**src/rtl/ram_ctrl_pkg.sv**
```systemverilog
// Shared types and constants for the RAM port arbiter.
// Optional macro ARB_ROUND_ROBIN_EN selects round-robin arbitration.
package ram_ctrl_pkg;

  typedef enum logic [1:0] {
    IDLE  = 2'd0,
    ISSUE = 2'd1,
    WAIT  = 2'd2,
    DONE  = 2'd3
  } state_t;

  localparam logic PORT0 = 1'b0;
  localparam logic PORT1 = 1'b1;

  // Wide enough to hold RD_LAT-1 for RD_LAT in 1..4.
  localparam int LAT_W = 2;

endpackage

```
**src/rtl/ram_rr_arbiter.sv**
```systemverilog
// Combinational two-port grant selection.
// With ARB_ROUND_ROBIN_EN defined, simultaneous requests go to the port
// not granted last; otherwise port 0 has fixed priority.
module ram_rr_arbiter
  import ram_ctrl_pkg::*;
(
  input  logic [1:0] req,
  input  logic       last_grant,
  output logic       grant_id
);

`ifdef ARB_ROUND_ROBIN_EN
  // Alternate on contention; a lone request always wins.
  always_comb begin
    grant_id = PORT0;
    if (req == 2'b11)
      grant_id = ~last_grant;
    else if (req[1])
      grant_id = PORT1;
  end
`else
  logic unused_last_grant;
  assign unused_last_grant = last_grant;

  // Port 0 wins whenever it is requesting.
  always_comb begin
    grant_id = PORT0;
    if (!req[0] && req[1])
      grant_id = PORT1;
  end
`endif

endmodule

```
**src/rtl/ram_port_arbiter.sv**
```systemverilog
// Shares one single-port synchronous RAM between instruction fetch (port 0)
// and data access (port 1). One transaction at a time, one-cycle ack.
// Optional macro ARB_ROUND_ROBIN_EN enables round-robin arbitration.
//
// state | meaning
// IDLE  | no transaction; arbitrate and latch winner on any request
// ISSUE | RAM strobe high for one cycle
// WAIT  | read only; RD_LAT cycles until ram_dataOut is valid
// DONE  | winner's ack high, rdata valid
module ram_port_arbiter
  import ram_ctrl_pkg::*;
#(
  parameter int BITS    = 32,
  parameter int RAMSIZE = 512,
  parameter int ADDR    = $clog2(RAMSIZE),
  parameter int RD_LAT  = 1
) (
  input  logic            clk,
  input  logic            clr,
  input  logic            p0_req,
  input  logic            p0_we,
  input  logic [ADDR-1:0] p0_addr,
  input  logic [BITS-1:0] p0_wdata,
  output logic            p0_ack,
  output logic [BITS-1:0] p0_rdata,
  input  logic            p1_req,
  input  logic            p1_we,
  input  logic [ADDR-1:0] p1_addr,
  input  logic [BITS-1:0] p1_wdata,
  output logic            p1_ack,
  output logic [BITS-1:0] p1_rdata,
  output logic            ram_read,
  output logic            ram_write,
  output logic [ADDR-1:0] ram_address,
  output logic [BITS-1:0] ram_dataIn,
  input  logic [BITS-1:0] ram_dataOut,
  output logic            busy
);

  state_t           state_q, state_d;
  logic [1:0]       req;
  logic             grant_id;
  logic             last_grant;
  logic             cur_port;
  logic             win_we;
  logic [LAT_W-1:0] lat_cnt;

  assign req    = {p1_req, p0_req};
  assign win_we = (grant_id == PORT1) ? p1_we : p0_we;
  assign busy   = (state_q != IDLE);

  ram_rr_arbiter u_arb (
    .req        (req),
    .last_grant (last_grant),
    .grant_id   (grant_id)
  );

`ifdef ARB_ROUND_ROBIN_EN
  // Remember who was granted last so contention alternates.
  always_ff @(posedge clk or posedge clr) begin
    if (clr)
      last_grant <= PORT0;
    else if (state_q == IDLE && req != 2'b00)
      last_grant <= grant_id;
  end
`else
  assign last_grant = PORT0;
`endif

  // State register.
  always_ff @(posedge clk or posedge clr) begin
    if (clr)
      state_q <= IDLE;
    else
      state_q <= state_d;
  end

  // Next-state: writes skip WAIT; reads leave WAIT at terminal count.
  always_comb begin
    state_d = state_q;
    case (state_q)
      IDLE:    if (req != 2'b00) state_d = ISSUE;
      ISSUE:   state_d = ram_write ? DONE : WAIT;
      WAIT:    if (lat_cnt == '0) state_d = DONE;
      DONE:    state_d = IDLE;
      default: state_d = IDLE;
    endcase
  end

  // Datapath: latch winner, registered strobes, latency counter, acks, rdata.
  always_ff @(posedge clk or posedge clr) begin
    if (clr) begin
      ram_read    <= 1'b0;
      ram_write   <= 1'b0;
      ram_address <= '0;
      ram_dataIn  <= '0;
      p0_ack      <= 1'b0;
      p1_ack      <= 1'b0;
      p0_rdata    <= '0;
      p1_rdata    <= '0;
      cur_port    <= PORT0;
      lat_cnt     <= '0;
    end else begin
      ram_read  <= 1'b0;
      ram_write <= 1'b0;
      p0_ack    <= 1'b0;
      p1_ack    <= 1'b0;
      case (state_q)
        IDLE: begin
          if (req != 2'b00) begin
            cur_port    <= grant_id;
            ram_address <= (grant_id == PORT1) ? p1_addr : p0_addr;
            if (win_we)
              ram_dataIn <= (grant_id == PORT1) ? p1_wdata : p0_wdata;
            ram_write   <= win_we;
            ram_read    <= ~win_we;
          end
        end
        ISSUE: begin
          lat_cnt <= LAT_W'(RD_LAT - 1);
          if (ram_write) begin
            p0_ack <= (cur_port == PORT0);
            p1_ack <= (cur_port == PORT1);
          end
        end
        WAIT: begin
          if (lat_cnt == '0) begin
            p0_ack <= (cur_port == PORT0);
            p1_ack <= (cur_port == PORT1);
            if (cur_port == PORT1)
              p1_rdata <= ram_dataOut;
            else
              p0_rdata <= ram_dataOut;
          end else begin
            lat_cnt <= lat_cnt - 1'b1;
          end
        end
        default: ;
      endcase
    end
  end

endmodule

```
**config.mk**
```make
export PLATFORM = sky130hd
export DESIGN_NAME = ram_port_arbiter
export DESIGN_NICKNAME = d
export VERILOG_FILES = /design/src/rtl/ram_ctrl_pkg.sv /design/src/rtl/ram_rr_arbiter.sv /design/src/rtl/ram_port_arbiter.sv
export SDC_FILE = /design/constraint.sdc
export NUM_CORES = 1
export LEC_CHECK = 0
export ABC_AREA = 1
export CORE_ASPECT_RATIO = 1.1
export CORE_MARGIN = 2
export CORE_UTILIZATION = 30
export DETAILED_ROUTE_END_ITERATION = 6
export PLACE_DENSITY = 0.72
export REMOVE_ABC_BUFFERS = 1
export SLEW_MARGIN = 30
export SYNTH_ARGS = -nofsm -noshare
export SYNTH_HDL_FRONTEND = slang
export SYNTH_HIERARCHICAL = 1
export SYNTH_SLANG_ARGS = --single-unit
export TNS_END_PERCENT = 30
```
**constraint.sdc**
```tcl
create_clock -name clk -period 4.14 [get_ports clk]
set_clock_uncertainty 0.15 [all_clocks]
set_input_delay 0.828 -clock clk [delete_from_list [all_inputs] [get_ports clk]]
set_output_delay 0.828 -clock clk [all_outputs]
set_load 0.05 [all_outputs]
```
======== Yosys cells after proc, flatten, opt, wreduce, memory -nomap -nowiden ========
Index checks and enable logic that the tools add are counted.
cells by class
  $add $sub $neg .......................... 1
  eq/ne operators ......................... 6
  multiplexer cells ....................... 20
  bitwise logic cells ..................... 2
  reduce and logical (&&, ||, !) cells .... 13
operator list
  kind                 count
  $mux 32              1
  $mux 1               11
  $mux 9               1
  $reduce_and 3->1     3
  $pmux 2 s4           1
  $mux 2               3
  $ne 2x2->1 const B   3
  $reduce_and 2->1     3
  $reduce_bool 2->1    3
  $eq 2x2->1 const B   2
  $logic_not 2->1      2
  $pmux 1 s2           2
  $pmux 2 s2           1
  $eq 2x1->1 const B   1
  $not 1->1            2
  $sub 2x1->2 const B  1
  $logic_and 1x1->1    1
  $logic_not 1->1      1
word-level totals
  bits in registers ....................... 114
  bits of input ports ..................... 120
  output and inout port bits .............. 110
  word-level logic and storage cells ...... 53

======== Logic depth before layout (Yosys ltp) ========
Gate-level depths: netlist (run 1).
  depth after elaboration ................. 7
  gate-level depth with buffers ........... 10
  depth with buffers taken out ............ 8

======== Modules after synthesis ========
Netlist (run 1), hierarchy kept.
modules (own cells, without submodules)
  module            times used  cells an instance  area an instance (um^2)  seq. area each (um^2)
  ram_port_arbiter  1           609                4986.0                   2852.7
  ram_rr_arbiter    1           2                  10.0                     0.0

======== Least setup slack after synthesis (run 1) ========
Ideal clock, no wire load.
  kind .................................... register to output
  from .................................... register state_q[0]
  to ...................................... output busy
  arrival time ............................ 0.911 ns
  required time ........................... 3.162 ns
  slack ................................... 2.251 ns
  stages on the path, launching flop included .. 4
  path buffers ............................ 0
  cells stage by stage .................... dfrtp_1 -> inv_1 -> ha_1 -> inv_2
on the way
  cells in the longest elaborated chain, start to end .. 1
RTL lines
  what                    RTL line                RTL
  from (decl)             ram_port_arbiter.sv:40  state_t state_q, state_d;
  from (signal assigned)  ram_port_arbiter.sv:75  state_q <= state_d;
  $reduce_bool 2->1       ram_port_arbiter.sv:50  assign busy = (state_q != IDLE);
  to (decl)               ram_port_arbiter.sv:37  output logic busy
Every way passes these cells.

======== Worst setup path after layout (run 1) ========
Ends and elaborated chain as after synthesis.

==> impl_results.md, run 1 <==
* Avg WL per Cell at 13.3 um
* Num ports at 230
* Starting Density at 30.6%
* Flop pwr share at 26.5%
* Hold WC Path Type: reg -> reg
* Worst Tran Pin Value at 0.716 ns
* Post-DRT Antenna Nets at 0
* Relative slew slack at 52.3%
* Gates resized, CTS repair at 0
* H-Tree Depth at 4
* Total gr overflow at 0
* Layout cells sized above 1 at 5.90%
* All-Layer GR Usage at 16.2%
* IO buf count at 229
* RSZ-0062 raised after global routing: false
* Type of destination of the critical path: output pin
* Largest net degree at the start of global routing at 65
* DR iter-0 viols at 226
* Clock share of power at 19.3%
* Clock Sinks at 114
* Final WL at 14.0 mm
* Crit path from: state_q[0]$_DFFE_PP0P_
* Cts hold-fix bufs at 0
* Hold Startpoint: ram_dataIn[1]$_DFFE_PP0P_
* Core area at 16300 um2
* Fin worst setup slack at 1.09 ns
* Final hold violation count at 0
* Syn. warnings at 6
* Final #Nets at 959
* Setup crit start kind: flop
* WP data required at 3.16 ns
* Non-Filler Instances at 1051
* Std-Cell Rows at 49
* Number of global-route vias before repair at 4440
* Switching part of the total power at 48.0%
* Final Power at 7.28 mW
* Status: complete, no violations
* Internal power at 3.79 mW
* Layout area overhead at 60.7%
* Placed Cells at 1019
* DP Worst Slack at 1.03 ns
* Worst Path Max Fanout at 4
* Post-Route Utilization at 49.2%
* Initial antenna violation count at 0
* Max-slew violations at 0
* Clock Pin Slew Worst Setup and Hold Paths at 0.05 ns
* Via count at 4586
* P_leak at 3.94 nW
* Reg2reg start: state_q[0]$_DFFE_PP0P_
* Final setup TNS at 0 ns
* WS Path Type: reg -> out
* Max Cap Violations at 0
* Post-Place Cell Area at 7440 um2
* Max Fclk at 0.327 GHz
* Mapped Cells at 610
* # diodes at 0
* Final period utilization at 73.8%
* Worst EP arrival at 2.08 ns
* Die height at 139 um
* Residual DRC at 0
* Part of the power in combinational logic at 54.1%
* First-pass GRT wire length at 22.5 mm
* Die Wd at 127 um
* Post-route cell area at 8020 um2
* Die Footprint at 17700 um2
* Max VDD drop at 0.000295 V
* CTS tree: yes
* Syn avg cell area at 8.18 um2
* CTS Buf Count at 17
* CTS max path bufs at 2
* Placer Congestion at 0.827
* Synthesized cell area at 4990 um2
* Pre-antenna DRT Iters at 4
* Tmin final at 3.05 ns
* Pwr per Cell Area at 907 nW/um2
* Final hold slack at 0.321 ns
* Psw at 3.49 mW
* Clock Tree Root: clkbuf_16
* Buffer count from post-CTS setup fixing at 0
* Avg Vias per Cell at 4.36
* Detailed Place HPWL at 10.2 mm
* Clock Latency Late Sink at 0.40 ns
* Count of final setup violators at 0
metal layers:
layer  global-route usage [%]  wire length [um]  part of all wire (%)
met2                     27.0              6700                    48
met4                     5.61               233                   1.7
met1                     18.9              5850                    42
met3                     6.84              1240                   8.8
met5                        0                 0                     0
layout make-up:
type	count	area, um2
fillers	1560	8290
well taps	204	255
repair buffers	237	2360
clock buffers	18	439
inverters	48	183
clock inverters	14	140
multi-input cells	416	1790
flip-flops and latches	114	2850
placed cells by master, fill, tap and decap left out, types with 4 or more instances in the layout:
master and count:
nand2_1 292, clkdlybuf4s50_1 229, dfrtp_1 114, o21ai_0 69, inv_1 45, nand3_1 36
clkbuf_16 17, buf_4 7, ha_1 5, clkinv_2 5, clkinvlp_4 5, nor2_1 4
power by group through the flow:
stage / Sequential, mW / Clock, mW / Combinational (mW)
CTS: 1.94 / 1.45 / 3.97
global route: 1.99 / 1.50 / 4.19
detailed placement: 1.94 / 0 / 3.97
finish: 1.93 / 1.41 / 3.94
global placement: 1.92 / 0 / 3.92
floorplan: 3.66 / 0 / 0.779
flip-flops by register name (all words and copies together), names as in the netlist:
signal       cells
cur_port         1
p0_ack           1
ram_address      9
p1_rdata        32
p1_ack           1
lat_cnt          2
p0_rdata        32
state_q          2
ram_dataIn      32
ram_write        1
ram_read         1
worst paths after layout:
check                                             end  slack [ns]  depth (start not counted)
max                                              busy        1.09                          4
min reg2reg                 ram_dataIn[1]$_DFFE_PP0P_        0.32                          2
min                         ram_dataIn[1]$_DFFE_PP0P_        0.32                          2
max in group asynchronous    p0_rdata[24]$_DFFE_PP0P_        2.39                          3
max reg2reg                ram_dataIn[26]$_DFFE_PP0P_        2.27                          7
min in group asynchronous    p1_rdata[20]$_DFFE_PP0P_        0.74                          2
critical path, stage by stage (launching register included):
cell and delay [ns]:
dfrtp_1 0.39, inv_1 0.10, ha_1 0.26, inv_2 0.11
clkdlybuf4s50_1 0.81
(Power assumes the default switching activity.)
==> inputs of run 2 (changes only) <==
==> constraint.sdc (replaced) <==
create_clock -name clk -period 2.6 [get_ports clk]
set_clock_uncertainty 0.15 [all_clocks]
set_input_delay 0.52 -clock clk [delete_from_list [all_inputs] [get_ports clk]]
set_output_delay 0.52 -clock clk [all_outputs]
set_load 0.05 [all_outputs]
==> run 2 against run 1 <==
Compared with the run above: worst hold slack got worse by 0.0035 ns; flip-flop and latch count unchanged; non-clock buffer count increased by 3; global-route usage decreased by 0.23 points; critical path type unchanged; largest cell class unchanged; largest power group unchanged; highest routed layer unchanged.
==> impl_results.md, run 2 (synthesis gave the netlist of run 1 again) <==
* Count of final setup violators at 0 (unchanged)
* Setup crit start kind: flop (unchanged)
* Internal power at 6.01 mW (was 3.79 mW)
* Die Wd at 127 um (unchanged)
* CTS tree: yes (unchanged)
* First-pass GRT wire length at 22.5 mm (unchanged)
* Fillers at 1577 (was 1560)
* Layout cells sized above 1 at 6.00% (was 5.90%)
* All-Layer GR Usage at 16.0% (was 16.2%)
* Final period utilization at 88.6%
* Tmin final at 2.30 ns
* Residual DRC at 0 (unchanged)
* Final setup TNS at 0 ns (unchanged)
* WS Path Type: reg -> out (unchanged)
* Die height at 139 um (unchanged)
* Clock Sinks at 114 (unchanged)
* Pwr per Cell Area at 1430 nW/um2 (was 907 nW/um2)
* Final hold violation count at 0 (unchanged)
* Clock share of power at 18.8% (was 19.3%)
* Max Cap Violations at 0 (unchanged)
* Placer Congestion at 0.763 (was 0.827)
* IO buf count at 229 (unchanged)
* Post-Place Cell Area at 7510 um2 (was 7440 um2)
* Status: complete, no violations (unchanged)
* Largest net degree at the start of global routing at 65 (unchanged)
* Worst Tran Pin Value at 0.570 ns (was 0.716 ns)
* DR iter-0 viols at 171 (was 226)
* Max Fclk at 0.434 GHz
* Avg WL per Cell at 13.2 um (was 13.3 um)
* Final WL at 13.9 mm (was 14.0 mm)
* Worst EP arrival at 1.63 ns (was 2.08 ns)
* Total gr overflow at 0 (unchanged)
* Starting Density at 30.6% (unchanged)
* Post-route cell area at 8070 um2 (was 8020 um2)
* Via count at 4687 (was 4586)
* Gates resized, CTS repair at 0 (unchanged)
* Largest regs: p0_rdata x32, p1_rdata x32, ram_dataIn x32 (unchanged)
* Type of destination of the critical path: output pin (unchanged)
* # diodes at 0 (unchanged)
* Worst path max stage delay at 0.84 ns (was 0.81 ns)
* Std-Cell Rows at 49 (unchanged)
* Most frequent cells in the layout: nand2_1 (292), clkdlybuf4s50_1 (228), dfrtp_1 (114) (was nand2_1 (292), clkdlybuf4s50_1 (229), dfrtp_1 (114))
* Most common cell after layout, fill and taps aside: nand2_1 (unchanged)
* Clock Pin Slew Worst Setup and Hold Paths at 0.05 ns (about the same)
* RSZ-0062 raised after global routing: false (unchanged)
* Max VDD drop at 0.000475 V (was 0.000295 V)
* CTS Buf Count at 17 (unchanged)
* Clock Latency Late Sink at 0.40 ns (about the same)
* Bufs and invs on worst path at 1 (was 3)
* Hold WC Path Type: in -> async (was reg -> reg)
* Core area at 16300 um2 (unchanged)
* CTS max path bufs at 2 (unchanged)
* Family with the most delay on the worst path: buffers and inverters (unchanged)
* Critical-path cell list: clkdlybuf4s50_1 (was inv_1 > ha_1 > inv_2 > clkdlybuf4s50_1)
* Post-DRT Antenna Nets at 0 (unchanged)
* P_leak at 3.98 nW (was 3.94 nW)
* Detailed Place HPWL at 10.1 mm (was 10.2 mm)
* Avg Vias per Cell at 4.45 (was 4.36)
* Buffer count from post-CTS setup fixing at 0 (unchanged)
* Cts hold-fix bufs at 0 (unchanged)
* Pre-antenna DRT Iters at 4 (unchanged)
* Clock Tree Root: clkbuf_16 (unchanged)
* Die Footprint at 17700 um2 (unchanged)
* Switching part of the total power at 47.9% (was 48.0%)
* Final #Nets at 962 (was 959)
* H-Tree Depth at 4 (unchanged)
* Layout area overhead at 61.6% (was 60.7%)
* WP data required at 1.93 ns (was 3.16 ns)
* Slowest CP cell: clkdlybuf4s50_1 (unchanged)
* Num ports at 230 (unchanged)
* Worst Path Max Fanout at 2 (was 4)
* Psw at 5.53 mW (was 3.49 mW)
* Part of the power in combinational logic at 54.6% (was 54.1%)
* Initial antenna violation count at 0 (unchanged)
* Relative slew slack at 62.0% (was 52.3%)
* Flop pwr share at 26.6% (was 26.5%)
* Number of global-route vias before repair at 4522 (was 4440)
* Max-slew violations at 0 (unchanged)
run 2: power by group through the flow:
| stage | clock [mW] | combinational, mW | sequential (mW) |
|---|---|---|---|
| final | 2.17 | 6.30 | 3.07 |
| after global routing | 2.31 | 6.71 | 3.18 |
| after CTS | 2.23 | 6.35 | 3.08 |
| after detailed placement | 0 | 6.33 | 3.09 |
| after global placement | 0 | 6.28 | 3.06 |
| after floorplan | 0 | 1.24 | 5.83 |
run 2: per-layer routing:
metal / share of wire, % / up-vias / GRT usage (%) / wire length (um)
li1: - / 2341 / - / -
met1: 42 / 2133 / 19.2 / 5800
met2: 48 / 196 / 26.4 / 6670
met3: 8.9 / 17 / 5.77 / 1240
met4: 1.6 / 0 / 6.07 / 218
met5: 0 / - / 0 / 0
run 2: final cells by class:
| type | count | area, um2 | share of cell area [%] |
|---|---|---|---|
| clock buffer | 23 | 478 | 5.92 |
| clock inverter | 9 | 80.1 | 0.992 |
| inverter | 48 | 183 | 2.26 |
| multi-input combinational | 416 | 1790 | 22.1 |
| sequential | 114 | 2850 | 35.4 |
| tap | 204 | 255 | 3.16 |
| timing repair buffer | 240 | 2430 | 30.2 |
run 2: through the flow:
step                power, mW  setup slack, ns  cells  hold WS, ns  utilization, %
floorplan                7.07            -1.09    578        0.299               -
global placement         9.33            0.380   1022        0.304            46.1
detailed placement       9.42            0.284   1022        0.307            46.1
CTS                      11.7            0.256   1054        0.317            49.5
global route             12.2            0.236   1054        0.347            49.5
finish                   11.5            0.295   1054        0.318            49.5
run 2: path summary, 6_finish.rpt:
kind,startpoint,end,slack [ns],cells after the start
max,ram_dataIn[20]$_DFFE_PP0P_,ram_dataIn[20],0.30,1
max reg2reg,state_q[0]$_DFFE_PP0P_,ram_dataIn[2]$_DFFE_PP0P_,0.74,7
min,clr,p1_rdata[20]$_DFFE_PP0P_,0.32,2
max in group asynchronous,clr,ram_dataIn[3]$_DFFE_PP0P_,1.41,3
min in group clk,ram_dataIn[11]$_DFFE_PP0P_,ram_dataIn[11]$_DFFE_PP0P_,0.32,2
min reg2reg,ram_dataIn[11]$_DFFE_PP0P_,ram_dataIn[11]$_DFFE_PP0P_,0.32,2
==> inputs of run 3 (changes only) <==
--- a/config.mk
+++ b/config.mk
@@ -17,4 +17,4 @@
 export SYNTH_HDL_FRONTEND = slang
 export SYNTH_HIERARCHICAL = 1
 export SYNTH_SLANG_ARGS = --single-unit
-export TNS_END_PERCENT = 30
+export TNS_END_PERCENT = 1
==> results of run 3 <==
The final DEF is identical to that of run 2; final timing and power are the same.
